--- src/rtl/i2c_target_regs.sv ---
// I2C target with a register-pointer front end: START/STOP decode, 7-bit address
// match, pointer load, auto-incrementing burst writes and ACK-driven burst reads.
module i2c_target_regs #(
    parameter logic [6:0] DEV_ADDR    = 7'h2A,
    parameter int         SYNC_STAGES = 2
) (
    input  logic       clk,
    input  logic       reset,
    input  logic       scl_i,
    input  logic       sda_i,
    output logic       sda_oe,
    output logic [7:0] reg_addr,
    output logic [7:0] reg_wdata,
    output logic       reg_wr,
    output logic       reg_rd,
    input  logic [7:0] reg_rdata,
    output logic       busy
);

    localparam logic [3:0] S_IDLE      = 4'd0;
    localparam logic [3:0] S_ADDR      = 4'd1;
    localparam logic [3:0] S_ADDR_ACK  = 4'd2;
    localparam logic [3:0] S_PTR       = 4'd3;
    localparam logic [3:0] S_PTR_ACK   = 4'd4;
    localparam logic [3:0] S_WDATA     = 4'd5;
    localparam logic [3:0] S_WDATA_ACK = 4'd6;
    localparam logic [3:0] S_RDATA     = 4'd7;
    localparam logic [3:0] S_RDATA_ACK = 4'd8;
    localparam logic [3:0] S_IGNORE    = 4'd9;

    logic [SYNC_STAGES-1:0] scl_sync;
    logic [SYNC_STAGES-1:0] sda_sync;
    logic                   scl_q;
    logic                   sda_q;
    logic                   scl_s;
    logic                   sda_s;
    logic                   scl_rise;
    logic                   scl_fall;
    logic                   start_det;
    logic                   stop_det;

    logic [3:0] state;
    logic [3:0] bit_cnt;
    logic [7:0] shift;
    logic       rw;

    // Synchronizers reset to the idle-bus level so reset release never fakes an edge.
    // NOTE: every flop in a clocked block is assigned with <=, so all registers see
    // pre-edge values and the simulated order of statements cannot change behaviour.
    always_ff @(posedge clk) begin
        if (reset) begin
            scl_sync <= '1;
            sda_sync <= '1;
            scl_q    <= 1'b1;
            sda_q    <= 1'b1;
        end else begin
            scl_sync <= {scl_sync[SYNC_STAGES-2:0], scl_i};
            sda_sync <= {sda_sync[SYNC_STAGES-2:0], sda_i};
            scl_q    <= scl_s;
            sda_q    <= sda_s;
        end
    end

    assign scl_s     = scl_sync[SYNC_STAGES-1];
    assign sda_s     = sda_sync[SYNC_STAGES-1];
    assign scl_rise  = scl_s & ~scl_q;
    assign scl_fall  = ~scl_s & scl_q;
    assign start_det = scl_s & sda_q & ~sda_s;
    assign stop_det  = scl_s & ~sda_q & sda_s;

    always_ff @(posedge clk) begin
        if (reset) begin
            state     <= S_IDLE;
            bit_cnt   <= 4'd0;
            shift     <= 8'h00;
            rw        <= 1'b0;
            sda_oe    <= 1'b0;
            reg_addr  <= 8'h00;
            reg_wdata <= 8'h00;
            reg_wr    <= 1'b0;
            reg_rd    <= 1'b0;
            busy      <= 1'b0;
        end else begin
            reg_wr <= 1'b0;
            reg_rd <= 1'b0;

            // Pointer advances in the clk after each access strobe; 8-bit wrap is natural.
            if (reg_wr || reg_rd)
                reg_addr <= reg_addr + 8'd1;

            if (start_det) begin
                state   <= S_ADDR;
                bit_cnt <= 4'd0;
                sda_oe  <= 1'b0;
            end else if (stop_det) begin
                state   <= S_IDLE;
                bit_cnt <= 4'd0;
                sda_oe  <= 1'b0;
                busy    <= 1'b0;
            end else begin
                case (state)
                    S_ADDR: begin
                        if (scl_rise) begin
                            shift   <= {shift[6:0], sda_s};
                            bit_cnt <= bit_cnt + 4'd1;
                        end else if (scl_fall && bit_cnt == 4'd8) begin
                            bit_cnt <= 4'd0;
                            if (shift[7:1] == DEV_ADDR) begin
                                state  <= S_ADDR_ACK;
                                rw     <= shift[0];
                                sda_oe <= 1'b1;
                                busy   <= 1'b1;
                            end else begin
                                state <= S_IGNORE;
                                busy  <= 1'b0;
                            end
                        end
                    end
                    S_ADDR_ACK: begin
                        if (scl_fall) begin
                            if (rw) begin
                                reg_rd <= 1'b1;
                                state  <= S_RDATA;
                            end else begin
                                sda_oe <= 1'b0;
                                state  <= S_PTR;
                            end
                        end
                    end
                    S_PTR: begin
                        if (scl_rise) begin
                            shift   <= {shift[6:0], sda_s};
                            bit_cnt <= bit_cnt + 4'd1;
                        end else if (scl_fall && bit_cnt == 4'd8) begin
                            reg_addr <= shift;
                            sda_oe   <= 1'b1;
                            bit_cnt  <= 4'd0;
                            state    <= S_PTR_ACK;
                        end
                    end
                    S_PTR_ACK, S_WDATA_ACK: begin
                        if (scl_fall) begin
                            sda_oe <= 1'b0;
                            state  <= S_WDATA;
                        end
                    end
                    S_WDATA: begin
                        if (scl_rise) begin
                            shift   <= {shift[6:0], sda_s};
                            bit_cnt <= bit_cnt + 4'd1;
                        end else if (scl_fall && bit_cnt == 4'd8) begin
                            reg_wdata <= shift;
                            reg_wr    <= 1'b1;
                            sda_oe    <= 1'b1;
                            bit_cnt   <= 4'd0;
                            state     <= S_WDATA_ACK;
                        end
                    end
                    S_RDATA: begin
                        // reg_rdata is valid alongside reg_rd, so capture it in that clk.
                        if (reg_rd) begin
                            shift   <= reg_rdata;
                            sda_oe  <= ~reg_rdata[7];
                            bit_cnt <= 4'd0;
                        end else if (scl_rise) begin
                            bit_cnt <= bit_cnt + 4'd1;
                        end else if (scl_fall) begin
                            if (bit_cnt == 4'd8) begin
                                sda_oe  <= 1'b0;
                                bit_cnt <= 4'd0;
                                state   <= S_RDATA_ACK;
                            end else begin
                                shift  <= {shift[6:0], 1'b0};
                                sda_oe <= ~shift[6];
                            end
                        end
                    end
                    S_RDATA_ACK: begin
                        if (scl_rise) begin
                            if (sda_s)
                                state <= S_IGNORE;
                            else
                                bit_cnt <= 4'd1;
                        end else if (scl_fall && bit_cnt == 4'd1) begin
                            reg_rd  <= 1'b1;
                            bit_cnt <= 4'd0;
                            state   <= S_RDATA;
                        end
                    end
                    S_IDLE, S_IGNORE: begin
                        sda_oe <= 1'b0;
                    end
                    default: begin
                        state  <= S_IDLE;
                        sda_oe <= 1'b0;
                    end
                endcase
            end
        end
    end

endmodule

--- config.mk ---
export PLATFORM = sky130hd
export DESIGN_NAME = i2c_target_regs
export DESIGN_NICKNAME = d
export VERILOG_FILES = /design/src/rtl/i2c_target_regs.sv
export SDC_FILE = /design/constraint.sdc
export NUM_CORES = 1
export LEC_CHECK = 0
export CORE_UTILIZATION = 45
export CTS_BUF_LIST = sky130_fd_sc_hd__clkbuf_4
export CTS_CLUSTER_SIZE = 8
export DETAILED_ROUTE_END_ITERATION = 8
export MAX_ROUTING_LAYER = met4
export PLACE_DENSITY = 0.71
export SLEW_MARGIN = 30
export SYNTH_ARGS = -nofsm -noshare
export SYNTH_HDL_FRONTEND = slang
export SYNTH_SLANG_ARGS = --single-unit
--- constraint.sdc ---
create_clock -name clk -period 3.1 [get_ports clk]
set_input_delay 0.62 -clock clk [delete_from_list [all_inputs] [get_ports clk]]
set_output_delay 0.62 -clock clk [all_outputs]
set_load 0.03 [all_outputs]
==> impl_metrics.csv <==
group,metric,value,unit
yosys,synth.avg_cell_area,8.76,um^2
flow_run,max_cap_viol_count,0,
placed_design,detailedPlace.worstSlack,0.804,ns
sta,holdWs,0.420,ns
power,comb_power_share,33.0,%
power,switching_share,37.9,%
cells_and_area,final_util,55.8,%
grt,gr_overflow_total,0,
sta,finalWorstPathRequiredPeriod,2.36,ns
yosys,synth.distinct_cells,59,
worst_setup_path,rr_startpoint,"state[1]",
floorplanning,initial_utilization,48.1,%
cells_and_area,antenna_cells,0,
worst_setup_path,regToRegSetupSlack,0.74,ns
placed_design,hpwlAfterDp,3680,um
worst_setup_path,setup.worst_path.start,"state[1]",
clocking,postCtsHoldBufs,0,
detailed_routing,drt_first_iter_violations,167,
grt,number_of_global_route_vias_before_repair,1680,
sta,layout_worst_path_cycle_share,76.2,%
sta,report.final.hold_viol_count,0,
detailed_routing,drtPass1Iterations,4,
clocking,ctsLongestPathBuffers,2,
worst_setup_path,cp-start-kind,"register",
floorplanning,io_pins,32,
worst_setup_path,critical_path_arrival,2.64,ns
clocking,worst_setup_hold_path_clk_slew,0.13,ns
power,totalPowerFinal,1.42,mW
clocking,cts_tree,"built",
detailed_routing,drt-total-wl,5250,um
yosys,fraction_of_synthesized_cell_area_taken_by_the_top_area_cell_type,36.7,%
worst_setup_path,cp_max_fo,17,
placed_design,io_buffers,31,
worst_setup_path,critical_path_required,3.38,ns
cells_and_area,post_route_cells_drive_above_1_share,11.0,%
floorplanning,design.core.area,0.00488,mm^2
min_path,min_delay_path_depth,1,
cells_and_area,postLayoutCellArea,0.00272,mm^2
sta,setup-tns-final,0,ns
yosys,netlist_area_before_placement,0.00235,mm^2
yosys,postSynthNetCount,284,
worst_setup_path,worstSetupPathType,"reg -> reg",
cells_and_area,post_layout_nonfiller_instances,358,
detailed_routing,vias,1991,
cells_and_area,layout_commonest_cell,"dfxtp_1",
floorplanning,die_w,74.2,um
min_path,holdCritPathClass,"reg -> reg",
clocking,tritoncts.num_buffers,5,
yosys,synth-warning-count,0,
detailed_routing,wl_met3,187,um
yosys,synth_edf_count,0,
detailed_routing,route.detailed.drc,0,
sta,postLayoutSetupSlackWorst,0.737,ns
grt,track_usage,20.9,%
placed_design,place_area,0.00267,mm^2
detailed_routing,dr_wl_met2,2280,um
floorplanning,floorplan.rows,25,
yosys,synth_ff_type,"dfxtp_1",
clocking,cts-resized-gates,0,
sta,timing.slew.headroom,40.8,%
power,pwr-share-clk,18.6,%
power,power_density_of_the_placed_cells,520,mW/mm^2
detailed_routing,detail-route-antenna-nets,0,
sta,grt_setup_unrepaired,"false",
grt,grt_first_pass_wirelength,8540,um
status,outcome,"finished clean",
clocking,number_of_h_tree_branching_levels,2,
power,seq_power_share,48.4,%
detailed_routing,post_drt_wl_per_cell,14.7,um
clocking,cts.sink_count,43,
floorplanning,die-height,74.2,um
clocking,clock_latency,0.36,ns
power,internal-power,879,uW
sta,final-setup-viol-count,0,
detailed_routing,top_layer,"met4",
yosys,ys_async_sr_fraction,0,%
sta,final_max_slew_viol_count,0,
yosys,synthesized_netlist_cell_count,268,
yosys,synth.area.top_cells,"dfxtp_1 (37%), nor2_1 (6.1%), mux2i_1 (4.7%)",
detailed_routing,route.detailed.vias_per_inst,5.56,
placed_design,gpl.final_weighted_congestion,0.926,
sta,max_clock_freq,0.423,GHz
worst_setup_path,worstSetupEndpoint,"shift[7]",
floorplanning,fp.dieArea,0.00551,mm^2
power,p_switching,536,uW
grt,number_of_antenna_violations_at_the_first_check_in_global_routing,0,
worst_setup_path,worstReg2RegEnd,"shift[7]",
worst_setup_path,critical_path.endpoint_type,"register",
power,vdd_ir_drop_max,0.324,mV
clocking,post_cts.repair.setup_buffers,0,
yosys,postSynthRegisterBits,43,
power,leakage,0.911,nW
grt,grt_max_degree,35,
worst_setup_path,ff2ff_path_depth,4,
sta,clock-skew-final,0.0122,ns
clocking,ctsRootBufferMaster,"clkbuf_4",
detailed_routing,detail_route.wirelength.met1,2730,um
sta,worst_slew_pin_slew,0.888,ns
cells_and_area,design.final.nets,306,
placed_design,post-place-cells,350,
cells_and_area,synthToLayoutAreaGrowth,16.0,%
cells_and_area,most_used_cells_in_the_layout_excluding_fill_and_tap_cells,"dfxtp_1 (43), nor2_1 (38), clkdlybuf4s50_1 (31)",
yosys,synth.largest_area_cell,"dfxtp_1",
yosys,seq_total_area_yosys,36.7,%
critical path: stages (launching register included):
cell and delay [ns]:
dfxtp_1 0.76, nand2_1 0.26, a2111oi_4 0.90, nor2_1 0.11, a311oi_2 0.25
power groups by stage:
stage / registers (mW) / clock network [mW] / logic [mW]
after floorplan: 0.621 / 0 / 0.446
after global placement: 0.691 / 0 / 0.455
after detailed placement: 0.694 / 0 / 0.462
after CTS: 0.681 / 0.273 / 0.464
after global routing: 0.692 / 0.299 / 0.510
final: 0.685 / 0.263 / 0.467
Yosys cell counts (all sizes together), types with 2 or more instances:
library cell / instances
dfxtp: 43
nor2: 38
nand2: 16
nand3: 14
a211oi: 13
a311oi: 11
buf: 11
mux2i: 11
a21oi: 9
or2: 9
clkbuf: 8
o21ai: 8
nor2b: 6
xor2: 6
nor3: 5
a31oi: 4
ha: 4
inv: 4
nand4: 4
and2: 3
and3: 3
nand2b: 3
or3: 3
xnor2: 3
and3b: 2
nand3b: 2
nand4b: 2
nor3b: 2
per-layer routing:
metal	global-route usage [%]	vias to the layer above
li1	-	1020
met1	30.9	918
met2	29.0	47
met3	3.25	6
met4	6.29	0
met5	-	-
layout make-up:
| type | count | area, um^2 |
|---|---|---|
| repair buffers | 34 | 333 |
| clock inverters | 3 | 15.0 |
| flip-flops and latches | 43 | 861 |
| clock buffers | 5 | 37.5 |
| multi-input cells | 202 | 1380 |
| fillers | 471 | 2160 |
| inverters | 4 | 15.0 |
| well taps | 67 | 83.8 |
worst min path at each step:
stage	start	end	slack, ns
6_report	sda_sync[0]	sda_sync[1]	0.42
5_1_grt	sda_sync[0]	sda_sync[1]	0.44
4_1_cts	sda_sync[0]	sda_sync[1]	0.42
3_5_place_dp	sda_sync[0]	sda_sync[1]	0.39
3_3_place_gp	scl_sync[0]	scl_sync[1]	0.39
2_1_floorplan	scl_sync[0]	scl_sync[1]	0.39
state kept, by name (all words and copies together), names as in the netlist:
signal,count
sda_q,1
sda_oe,1
sda_sync,2
scl_q,1
bit_cnt,4
shift,8
rw,1
reg_rd,1
reg_wdata,8
state,4
scl_sync,2
reg_addr,8
busy,1
reg_wr,1
cells by family (layout without fill, tap and decap cells):
family / count (synthesis) / after routing / share of synthesized area, %
buf+inv: 23 / 46 / 4.64
fa+ha+maj: 4 / 4 / 2.13
compound gates: 58 / 58 / 20.0
flops: 43 / 43 / 36.7
xor+xnor: 9 / 9 / 3.36
mux: 12 / 12 / 5.17
simple gates: 119 / 119 / 28.0
No activity file was read; power rests on OpenSTA's default activity.
==> patch, RTL diff (same flow settings) <==
The parameter `SYNC_STAGES` goes from 2 to 4.
--- a/src/rtl/i2c_target_regs.sv
+++ b/src/rtl/i2c_target_regs.sv
@@ -4,3 +4,3 @@
     parameter logic [6:0] DEV_ADDR    = 7'h2A,
-    parameter int         SYNC_STAGES = 2
+    parameter int         SYNC_STAGES = 4
 ) (
Formal check against the unedited RTL: same outputs for any inputs over 10 cycles, from zero or initial values and one cycle with reset high; that may be too few to reach the edited logic, so the function may still have changed.
==> patch against the original RTL <==
Critical path depth is 1 higher. Sequential share of layout area is 2.3 points higher. Worst hold slack better by 0.0092 ns. Wire length is 7.6% higher. Final cell count is 2.0% higher. Clock skew is 0.0024 ns higher. Area after synthesis is 0.75% higher. Worst setup slack better by 0.043 ns. Sequential cell count is 4 higher. Final area is 1.8% higher. Critical endpoint unchanged. Highest routed layer unchanged.
Power is not compared: it rests on default switching activity, and its combinational part moved more than twofold at a synthesized area within 25%.
==> patch: results (changes against the original RTL) <==
clock_tree:
  cts_buffers: 5  # unchanged
  cts_setup_buffers: 0  # unchanged
  clkLatencyLatePin_ns: 0.37
  cts-root-buf: "clkbuf_4"
  h-tree-depth: 2  # unchanged
  clkTransAtPathRegs_ns: 0.16  # +0.03 ns
synth:
  yosys-top-cells-area: "dfxtp_1, mux2i_1, nor2_1"
  yosys_warnings: 0  # unchanged
  synth-compound-area-share_pct: 21.2  # +1.2 points
  synth.avg_cell_area_um2: 8.79  # +0.37%
  synth_fa_ha_area_share_pct: 2.12  # -0.016 points
  synth_nets: 285  # +0.35%
  synth_xor_area_share_pct: 2.59  # -0.77 points
  ys_top_cells_by_count: "dfxtp_1, nor2_1, mux2i_1, a211oi_1, o21ai_0"
  yosysUniqueCellTypes: 56  # -5.1%
  muxShareOfSynthArea_pct: 6.77  # +1.6 points
  synth_seq_area_share_pct: 39.8  # +3.1 points
worst_setup_path:
  crit_family: "compound AO/OA/AOI/OAI gates"
  critical_path.max_stage_delay_ns: 0.78  # -0.12 ns
  crit_path_top_delay_cell: "a211oi_2"
  worstPathMaxFanout: 16  # -1
  cp_data_arrival_time_ns: 2.61  # -0.03 ns
cells_and_area:
  nNetsFinal: 310  # +1.3%
  multi_input_area_mm2: 0.00133  # -3.5%
  fillers: 490  # +4.0%
  drive_gt1_share_pct: 9.83  # -1.2 points
timing:
  hold_viol: 0  # unchanged
  worst_pin_slew_ns: 0.928  # +0.0400 ns
  clock_skew_ns: 0.0146  # +0.00244 ns
drt:
  drt_iter0_drc: 145  # -13%
  via_per_inst: 5.76  # +3.6%
  first_pass_iters: 4  # unchanged
  avgRoutedWirePerCell_um: 15.5  # +5.6%
  vias: 2102  # +5.6%
global_routing:
  antenna_found_initial: 0  # unchanged
  grt_max_degree: 38  # +8.6%
  grt_pass1_vias: 1874  # +12%
  grt_pass1_wl_um: 9190  # +7.6%
  grt_util_all_layers_pct: 22.8  # +1.9 points
status:
  outcome: "finished clean"
placement:
  dpl_cell_area_mm2: 0.00271  # +1.5%
  place_hpwl_um: 4010  # +9.1%
  place.gp.congestion: 0.935  # +0.91%
  place_inst: 357  # +2.0%
  port_buffers: 31  # unchanged
  pre_cts_slack_ns: 0.863  # +0.0587 ns
worst_hold_path:
  min-delay-path-class: "flip-flop to flip-flop"
pwr:
  seqPwrFrac_pct: 62.8
  leakage_nw: 0.901
  p_per_area_mw_per_mm2: 352
  ir_drop_v: 0.000224
  power.switching_mw: 0.248
[patch: per-layer routing]
layer / track usage, % / share of wire (%) / up-vias
met5: - / 0 / -
met4: 7.97 / 2.0 / 0
met2: 34.5 / 47 / 65
met3: 4.20 / 4.9 / 11
li1: - / - / 1026
met1: 30.3 / 47 / 1000
[patch: final timing paths]
| path | startpoint | end | slack [ns] | cells after the start |
|---|---|---|---|---|
| worst max-delay path | state[0] | shift[7] | 0.78 | 5 |
| worst min-delay path | sda_sync[0] | sda_sync[1] | 0.43 | 1 |
| worst max register to register | state[0] | shift[7] | 0.78 | 5 |
| worst min register to register | sda_sync[0] | sda_sync[1] | 0.43 | 1 |
[patch: cell type report]
class,count,area share (%)
clock buffer,5,1.35
clock inverter,3,0.903
tap,70,3.16
multi-input combinational,200,48.0
sequential,47,33.9
inverter,7,0.948
timing repair buffer,33,11.7
